[config.mk]
export PLATFORM = sky130hd
export DESIGN_NAME = fp32_mul_dispatch
export DESIGN_NICKNAME = d
export VERILOG_FILES = /design/src/rtl/fp32_pkg.sv /design/src/rtl/fp32_sync_fifo.sv /design/src/rtl/fp32_mul_dispatch.sv
export SDC_FILE = /design/constraint.sdc
export NUM_CORES = 1
export LEC_CHECK = 0
export BUFFER_PORTS_ARGS = -buffer_cell sky130_fd_sc_hd__buf_2
export CAP_MARGIN = 20
export CORE_MARGIN = 10
export CORE_UTILIZATION = 52
export CTS_CLUSTER_SIZE = 12
export DETAILED_ROUTE_END_ITERATION = 10
export GPL_ROUTABILITY_DRIVEN = 0
export PLACE_DENSITY = 0.73
export SYNTH_ARGS = -nofsm -noshare
export SYNTH_HDL_FRONTEND = slang
export SYNTH_SLANG_ARGS = --single-unit
[constraint.sdc]
create_clock -name slow_clk -period 3.21 [get_ports slow_clk]
set_input_delay 0.1605 -clock slow_clk [delete_from_list [all_inputs] [get_ports slow_clk]]
set_output_delay 0.1605 -clock slow_clk [all_outputs]
set_load 0.05 [all_outputs]
[src/rtl/fp32_pkg.sv]
// Shared FP32 field helpers and special-operand classification for the multiplier dispatch path.
package fp32_pkg;

   localparam logic [31:0] QNAN    = 32'h7FC0_0000;
   localparam logic [7:0]  EXP_MAX = 8'hFF;

   typedef struct packed {
      logic        special;
      logic [31:0] val;
   } spec_t;

   function automatic logic fp32_sign(input logic [31:0] x);
      return x[31];
   endfunction

   function automatic logic [7:0] fp32_exp(input logic [31:0] x);
      return x[30:23];
   endfunction

   function automatic logic [22:0] fp32_man(input logic [31:0] x);
      return x[22:0];
   endfunction

   // Operands the multiplier cannot handle get a fixed result; denormals are flushed to zero.
   function automatic spec_t fp32_special(input logic [31:0] a, input logic [31:0] b);
      spec_t r;
      logic  s, a_nan, b_nan, a_inf, b_inf, a_zd, b_zd;
      s     = fp32_sign(a) ^ fp32_sign(b);
      a_nan = (fp32_exp(a) == EXP_MAX) && (fp32_man(a) != '0);
      b_nan = (fp32_exp(b) == EXP_MAX) && (fp32_man(b) != '0);
      a_inf = (fp32_exp(a) == EXP_MAX) && (fp32_man(a) == '0);
      b_inf = (fp32_exp(b) == EXP_MAX) && (fp32_man(b) == '0);
      a_zd  = (fp32_exp(a) == 8'h00);
      b_zd  = (fp32_exp(b) == 8'h00);
      r.special = 1'b1;
      if (a_nan || b_nan || (a_inf && b_zd) || (b_inf && a_zd))
         r.val = QNAN;
      else if (a_inf || b_inf)
         r.val = {s, EXP_MAX, 23'h0};
      else if (a_zd || b_zd)
         r.val = {s, 31'h0};
      else begin
         r.special = 1'b0;
         r.val     = 32'h0;
      end
      return r;
   endfunction

endpackage

[src/rtl/fp32_sync_fifo.sv]
// Single-clock FIFO with wrap-bit pointers; storage is unreset, only pointers reset.
module fp32_sync_fifo #(
   parameter int WIDTH = 8,
   parameter int DEPTH = 4
) (
   input  logic             slow_clk,
   input  logic             rst,
   input  logic             push,
   input  logic             pop,
   input  logic [WIDTH-1:0] wdata,
   output logic [WIDTH-1:0] rdata,
   output logic             full,
   output logic             empty
);
   localparam int AW = $clog2(DEPTH);

   logic [WIDTH-1:0] mem [DEPTH];
   logic [AW:0]      wr_ptr, rd_ptr;
   logic             do_push, do_pop;

   assign full    = (wr_ptr[AW] != rd_ptr[AW]) && (wr_ptr[AW-1:0] == rd_ptr[AW-1:0]);
   assign empty   = (wr_ptr == rd_ptr);
   assign do_push = push && !full;
   assign do_pop  = pop && !empty;
   assign rdata   = mem[rd_ptr[AW-1:0]];

   always_ff @(posedge slow_clk or posedge rst) begin
      if (rst) begin
         wr_ptr <= '0;
         rd_ptr <= '0;
      end else begin
         if (do_push) wr_ptr <= wr_ptr + 1'b1;
         if (do_pop)  rd_ptr <= rd_ptr + 1'b1;
      end
   end

   always_ff @(posedge slow_clk) begin
      if (do_push) mem[wr_ptr[AW-1:0]] <= wdata;
   end

endmodule

[src/rtl/fp32_mul_dispatch.sv]
// Feeds tagged operand pairs to the slow_clk FP32 multiplier and collects results in issue order,
// substituting fixed results for NaN/inf/zero/denormal operands.
module fp32_mul_dispatch
   import fp32_pkg::*;
#(
   parameter int TAG_W     = 4,
   parameter int IN_DEPTH  = 4,
   parameter int OUT_DEPTH = 4,
   parameter int LATENCY   = 3
) (
   input  logic             slow_clk,
   input  logic             rst,
   input  logic             in_valid,
   output logic             in_ready,
   input  logic [31:0]      in_a,
   input  logic [31:0]      in_b,
   input  logic [TAG_W-1:0] in_tag,
   output logic [31:0]      mul_a,
   output logic [31:0]      mul_b,
   input  logic [31:0]      mul_c,
   input  logic             mul_overflow,
   output logic             out_valid,
   input  logic             out_ready,
   output logic [31:0]      out_c,
   output logic             out_overflow,
   output logic             out_special,
   output logic [TAG_W-1:0] out_tag
);
   localparam int IN_W  = 64 + TAG_W;
   localparam int OUT_W = 34 + TAG_W;
   localparam int CW    = $clog2(OUT_DEPTH) + 1;

   logic [IN_W-1:0]  in_rdata;
   logic             in_full, in_empty;
   logic [OUT_W-1:0] out_wdata, out_rdata;
   logic             out_full, out_empty;
   logic [CW-1:0]    credits;
   logic             issue, out_pop, cap;
   logic [31:0]      hd_a, hd_b;
   logic [TAG_W-1:0] hd_tag;
   spec_t            hd_spec, cap_spec;
   logic             vld_p  [LATENCY];
   logic [TAG_W-1:0] tag_p  [LATENCY];
   spec_t            spec_p [LATENCY];

   fp32_sync_fifo #(.WIDTH(IN_W), .DEPTH(IN_DEPTH)) u_in_fifo (
      .slow_clk (slow_clk),
      .rst      (rst),
      .push     (in_valid),
      .pop      (issue),
      .wdata    ({in_a, in_b, in_tag}),
      .rdata    (in_rdata),
      .full     (in_full),
      .empty    (in_empty)
   );

   assign in_ready = !in_full;
   assign {hd_a, hd_b, hd_tag} = in_rdata;
   assign hd_spec  = fp32_special(hd_a, hd_b);

   // Credits cover both the output FIFO and everything still in the delay line.
   assign issue   = !in_empty && (credits != '0);
   assign out_pop = !out_empty && out_ready;

   // Issue stage: registered operands plus the matching delay-line entry
   always_ff @(posedge slow_clk or posedge rst) begin
      if (rst) begin
         mul_a   <= '0;
         mul_b   <= '0;
         credits <= CW'(OUT_DEPTH);
         for (int i = 0; i < LATENCY; i++) vld_p[i] <= 1'b0;
      end else begin
         mul_a    <= issue ? hd_a : '0;
         mul_b    <= issue ? hd_b : '0;
         vld_p[0] <= issue;
         for (int i = 1; i < LATENCY; i++) vld_p[i] <= vld_p[i-1];
         credits  <= credits + CW'(out_pop) - CW'(issue);
      end
   end

   always_ff @(posedge slow_clk) begin
      tag_p[0]  <= hd_tag;
      spec_p[0] <= hd_spec;
      for (int i = 1; i < LATENCY; i++) begin
         tag_p[i]  <= tag_p[i-1];
         spec_p[i] <= spec_p[i-1];
      end
   end

   // Capture stage: the multiplier product for the oldest entry is valid on this edge
   assign cap_spec  = spec_p[LATENCY-1];
   assign cap       = vld_p[LATENCY-1] && !out_full;
   assign out_wdata = {cap_spec.special ? cap_spec.val : mul_c,
                       cap_spec.special ? 1'b0 : mul_overflow,
                       cap_spec.special,
                       tag_p[LATENCY-1]};

   fp32_sync_fifo #(.WIDTH(OUT_W), .DEPTH(OUT_DEPTH)) u_out_fifo (
      .slow_clk (slow_clk),
      .rst      (rst),
      .push     (cap),
      .pop      (out_pop),
      .wdata    (out_wdata),
      .rdata    (out_rdata),
      .full     (out_full),
      .empty    (out_empty)
   );

   assign out_valid = !out_empty;
   assign {out_c, out_overflow, out_special, out_tag} = out_empty ? '0 : out_rdata;

endmodule

[Yosys cells after proc, flatten, opt, wreduce, memory -nomap -nowiden]
Memories as Yosys holds them, arrays and structs flattened.
Cells that the tools add are included.
Word-level totals
  latch bits: 0
  bits of input ports: 105
  memory bits (read-only): 0
  flip-flop bits (word level): 82
  logic and storage cells: 75
  memory bits (writable): 535
  memories kept: 4
  output and inout port bits: 104
Operators by class
  multipliers: 0
  bitwise operators: 1
  div/mod/pow operators: 0
  reductions and logical operators: 31
  $add $sub $neg: 6
  shifts and indexed selects: 0
  equal/unequal tests: 8
  muxes and demuxes: 15
  magnitude comparators: 0
Memories
  u_in_fifo.mem: words 4, bits a word 68, read ports 1, clocked after memory_dff 0, write ports 1, RTL line fp32_sync_fifo.sv:17  | logic [WIDTH-1:0] mem [DEPTH];
  u_out_fifo.mem: words 4, bits a word 38, read ports 1, clocked after memory_dff 0, write ports 1, RTL line fp32_sync_fifo.sv:17
  spec_p: words 3, bits a word 33, read ports 3, clocked after memory_dff 0, write ports 3, RTL line fp32_mul_dispatch.sv:44  | spec_t spec_p [LATENCY];
  tag_p: words 3, bits a word 4, read ports 3, clocked after memory_dff 0, write ports 3, RTL line fp32_mul_dispatch.sv:43  | logic [TAG_W-1:0] tag_p [LATENCY];
Operators by type and width (number)
  32-bit 2-to-1 mux: 6
  23-bit zero test: 2
  23-bit nonzero test: 2
  38-bit 2-to-1 mux: 1
  8-bit equality test, second input constant: 2
  8-bit zero test: 2
  1-bit logical AND: 15
  3-bit by 1-bit adder with 3-bit output, second input constant: 4
  1-bit 2-to-1 mux: 8
  3-bit equality test: 2
  1-bit logical OR: 5
  2-bit equality test: 2
  1-bit zero test: 4
  3-bit by 1-bit adder with 3-bit output: 1
  3-bit nonzero test: 1
  3-bit by 1-bit subtractor with 3-bit output: 1
  1-bit inequality test: 2
  1-bit bitwise XOR: 1

[Longest topological paths before layout]
  depth after elaboration: 7
  mapped depth: 13
  gate-level depth less buffers: 10

[Modules after synthesis]
A second synthesis with hierarchy kept.
Second synthesis, totals
  cell total of the unflattened synthesis: 960
  area total of the unflattened synthesis: 19830.3 µm²
By module, submodules not included
  fp32_sync_fifo (u_in_fifo): sequential area each 8318.0 µm², cells each 405, times used 1, area each 10288.6 µm²
  fp32_sync_fifo (u_out_fifo): sequential area each 4714.5 µm², cells each 249, times used 1, area each 5993.2 µm²
  fp32_mul_dispatch: sequential area each 2233.4 µm², cells each 306, times used 1, area each 3548.4 µm²

[Worst setup path after synthesis]
OpenSTA, ideal clock, no wires.
  path kind: reg-to-reg
  start point: reg u_in_fifo.rd_ptr[1]
  end point: mem u_in_fifo.mem[3][0] (netlist bit) (enable)
  cell stages (with the launch flop): 7
  buffers on the path: 3
  setup time: 0.435 ns
  period minus slack after synthesis: 3.709 ns
  setup slack: -0.499 ns
  arrival: 3.274 ns
  data required time: 2.775 ns
  path through: dfrtp_1 buf_2 buf_2 buf_4 xor2_1 or3_1 and3_1
On the way
  cells in the longest elaborated chain, start to end: 6
Ends and longest elaborated chain
  from (decl): RTL line fp32_sync_fifo.sv:18  | logic [AW:0] wr_ptr, rd_ptr;
  from (signal assigned): RTL line fp32_sync_fifo.sv:33  | if (do_pop) rd_ptr <= rd_ptr + 1'b1;
  2-bit equality test: RTL line fp32_sync_fifo.sv:21  | assign full = (wr_ptr[AW] != rd_ptr[AW]) && (wr_ptr[AW-1:0] == rd_ptr[AW-1:0]);
  1-bit logical AND: RTL line fp32_sync_fifo.sv:21
  1-bit zero test
  net in_ready: RTL line fp32_mul_dispatch.sv:14  | output logic in_ready,
  1-bit logical AND: RTL line fp32_sync_fifo.sv:23  | assign do_push = push && !full;
  1-bit 2-to-1 mux: RTL line fp32_sync_fifo.sv:38  | if (do_push) mem[wr_ptr[AW-1:0]] <= wdata;
  1-bit 2-to-1 mux (implied by the code): RTL line fp32_sync_fifo.sv:38
  to (decl): RTL line fp32_sync_fifo.sv:17
The timed path passes the listed nets, and every way through them passes these cells.

==> run metrics <==
Slew Limit Fails 0; Rows 70; final hold viol count 0; Core ar. 36800 µm²; worst endpoint required time 3.69 ns; slew margin rel. 45.8%; vias in the first global route 10400; status finished clean; drt first pass iters 4; clk_skew 0.0249 ns; # port buffers 208; H-tree levels 2; Final Cycle Share 88.6%; Final min period 2.84 ns; unrepaired setup endpoints after global routing no; postcts setup bufs 0; Setup crit end kind register; proportion of synthesized chip area in sequential cells 78.4%; largest net degree at the start of global routing 69; fmax 352 MHz; Distinct cells, synth 36; CP max-delay cell dfrtp_4; hold depth 3; CTS tree done; Routed Antenna Nets 0; post-route setup TNS 0 ns; chip height 213 µm; clock tree buffer depth 3; overall routed net length 40.4 mm; crit-path max FO 20; Final HPWL DP 25.0 mm; Post-synth top flop edfxtp_1; Worst-Skew Late Latency 0.60 ns; initial core utilization 52.9%; syn nets 1039; Overflow after GRT 0; die extent in x 213 µm; Crit Path Category register to register; top-count cell post-synth edfxtp_1; Slowest Stage Delay on Critical Path 0.72 ns; cell area after synthesis 19500 µm²; EDFF count, synth 424; Worst Path Buf+Inv 1; dpl ws 0.315 ns; drc violations 0; Async SR Flop Fraction 15.5%; Die ar. 45600 µm²; antenna violations before repair 0; #FFs+latches synth 530; # nets final 1390; CP cell instances buf_12, mux4_2, nor4_1, nand4_1, nor3b_1, o22ai_1, nand2b_1; average wire per standard cell 22.7 µm; IO Count 209; Final WS setup 0.367 ns; area leader, netlist edfxtp_1; Final Core Density 64.8%; Syn. warnings 0; All-Layer GR Usage 18.2%; clock root buffer master clkbuf_16; Num CTS Buffers 53; final setup fails 0; top post-synthesis cells by area edfxtp_1, mux4_2, dfrtp_1; Crit path max-delay family simple AND/OR/NAND/NOR gates; Yosys top cell area share 65.4%; MaxCap Viol Count 0; worst slew pin tran 0.813 ns; Levels on crit path 7; CTS sink count 530; commonest cells in the netlist edfxtp_1, mux4_2, dfrtp_1; routed vias 9636; first-pass GRT wire length 62.9 mm; initial drt markers 684; clock-pin slew on the worst setup and hold paths 0.06 ns; Cells after Synth 921; CP arrival 3.33 ns; area grow syn2layout 22.5%; DR vias/cell 5.41; Setup crit start kind register; Avg Cell Area, Syn 21.1 µm²; Hold Crit Class primary input to register; share of cells above drive strength 1 33.2%; R2R depth 7
[registers in the layout (all words and copies together), names as in the netlist]
name and count:
tag_p 12, mul_a 32, u_in_fifo.rd_ptr 3, credits 3
u_out_fifo.rd_ptr 3, mul_b 32, vld_p 3, u_in_fifo.wr_ptr 3
u_out_fifo.mem 152, u_in_fifo.mem 272, spec_p 12, u_out_fifo.wr_ptr 3
[worst min-delay path: cells and delay by family]
kind / cells / cell delay, ns
buffers and inverters: 2 / 0.14
AOI/OAI and AO/OA: 1 / 0.13
[worst paths after layout]
check / startpoint / endpoint / slack, ns
worst max-delay path: u_in_fifo.rd_ptr[0]$_DFFE_PP0P_ / spec_p[0][32]$_DFF_P_ / 0.37
min in group asynchronous: rst / mul_a[29]$_DFF_PP0_ / 0.28
worst max register to register: u_in_fifo.rd_ptr[0]$_DFFE_PP0P_ / spec_p[0][32]$_DFF_P_ / 0.37
worst min register to register: tag_p[0][0]$_DFF_P_ / tag_p[0][4]$_DFF_P_ / 0.33
max in group asynchronous: rst / mul_a[13]$_DFF_PP0_ / 2.19
worst min-delay path: mul_c[29] / u_out_fifo.mem[0][35]$_DFFE_PP_ / 0.05
[per-stage QoR]
stage / cells / hold WS [ns] / cell area (µm²)
6_report: 1782 / 0.0492 / 23800
5_1_grt: 1781 / 0.0653 / 23800
4_1_cts: 1781 / 0.0144 / 23800
3_5_place_dp: 1589 / 0.312 / 21300
3_3_place_gp: 1589 / 0.314 / 21300
2_1_floorplan: 921 / 0.259 / 19500
[cell usage in the layout (no fill, tap or decap), drive strengths merged, types with 5 or more instances in the layout]
master,Yosys,layout
and2,69,69
buf,16,239
clkbuf,23,85
clkinv,0,9
dfrtp,81,81
dfxtp,24,24
dlygate4sd3,0,96
edfxtp,424,424
ha,12,12
inv,18,19
mux4,106,106
nand2,9,9
nand4,6,6
nor2b,61,61
nor3,5,5
nor4,14,14
o21ai,11,11
xnor2,9,9
xor2,8,8
[cell families after synthesis]
group | count (synthesis) | synth area share (%)
AOI/OAI and AO/OA | 16 | 0.463
and+or+nand+nor | 178 | 5.59
buffers and inverters | 57 | 1.37
adders and majority gates | 13 | 0.874
DFF | 530 | 78.4
muxes | 110 | 12.5
xor gates and xnor gates | 17 | 0.765
[metal layers]
layer | vias to the layer above | GRT usage (%) | share of wire, %
met5 | - | 0 | 0
met4 | 0 | 5.23 | 1.9
met3 | 49 | 4.61 | 7.7
met2 | 305 | 29.6 | 50
met1 | 4969 | 24.1 | 41
li1 | 4313 | - | -
[final cells by class]
class                           instances  area (µm²)
Sequential cell                       530       15300
Fill cell                            2452       13000
Multi-Input combinational cell        334        3970
Timing Repair Buffer                  335        2330
Clock buffer                           85        1520
Tap cell                              468         586
Clock inverter                         11        78.8
Inverter                               18        70.1
Antenna cell                            1        2.50
[repair_timing]
| action | in CTS | in global routing |
|---|---|---|
| hold endpoints to repair | 428 | 0 |
| hold buffers | 96 | 0 |
| setup endpoints to repair | 0 | 0 |
| gates resized for setup | 0 | 0 |
Power is not shown: default switching activity piles up to over one toggle a cycle in this logic, so the estimate is an artifact.
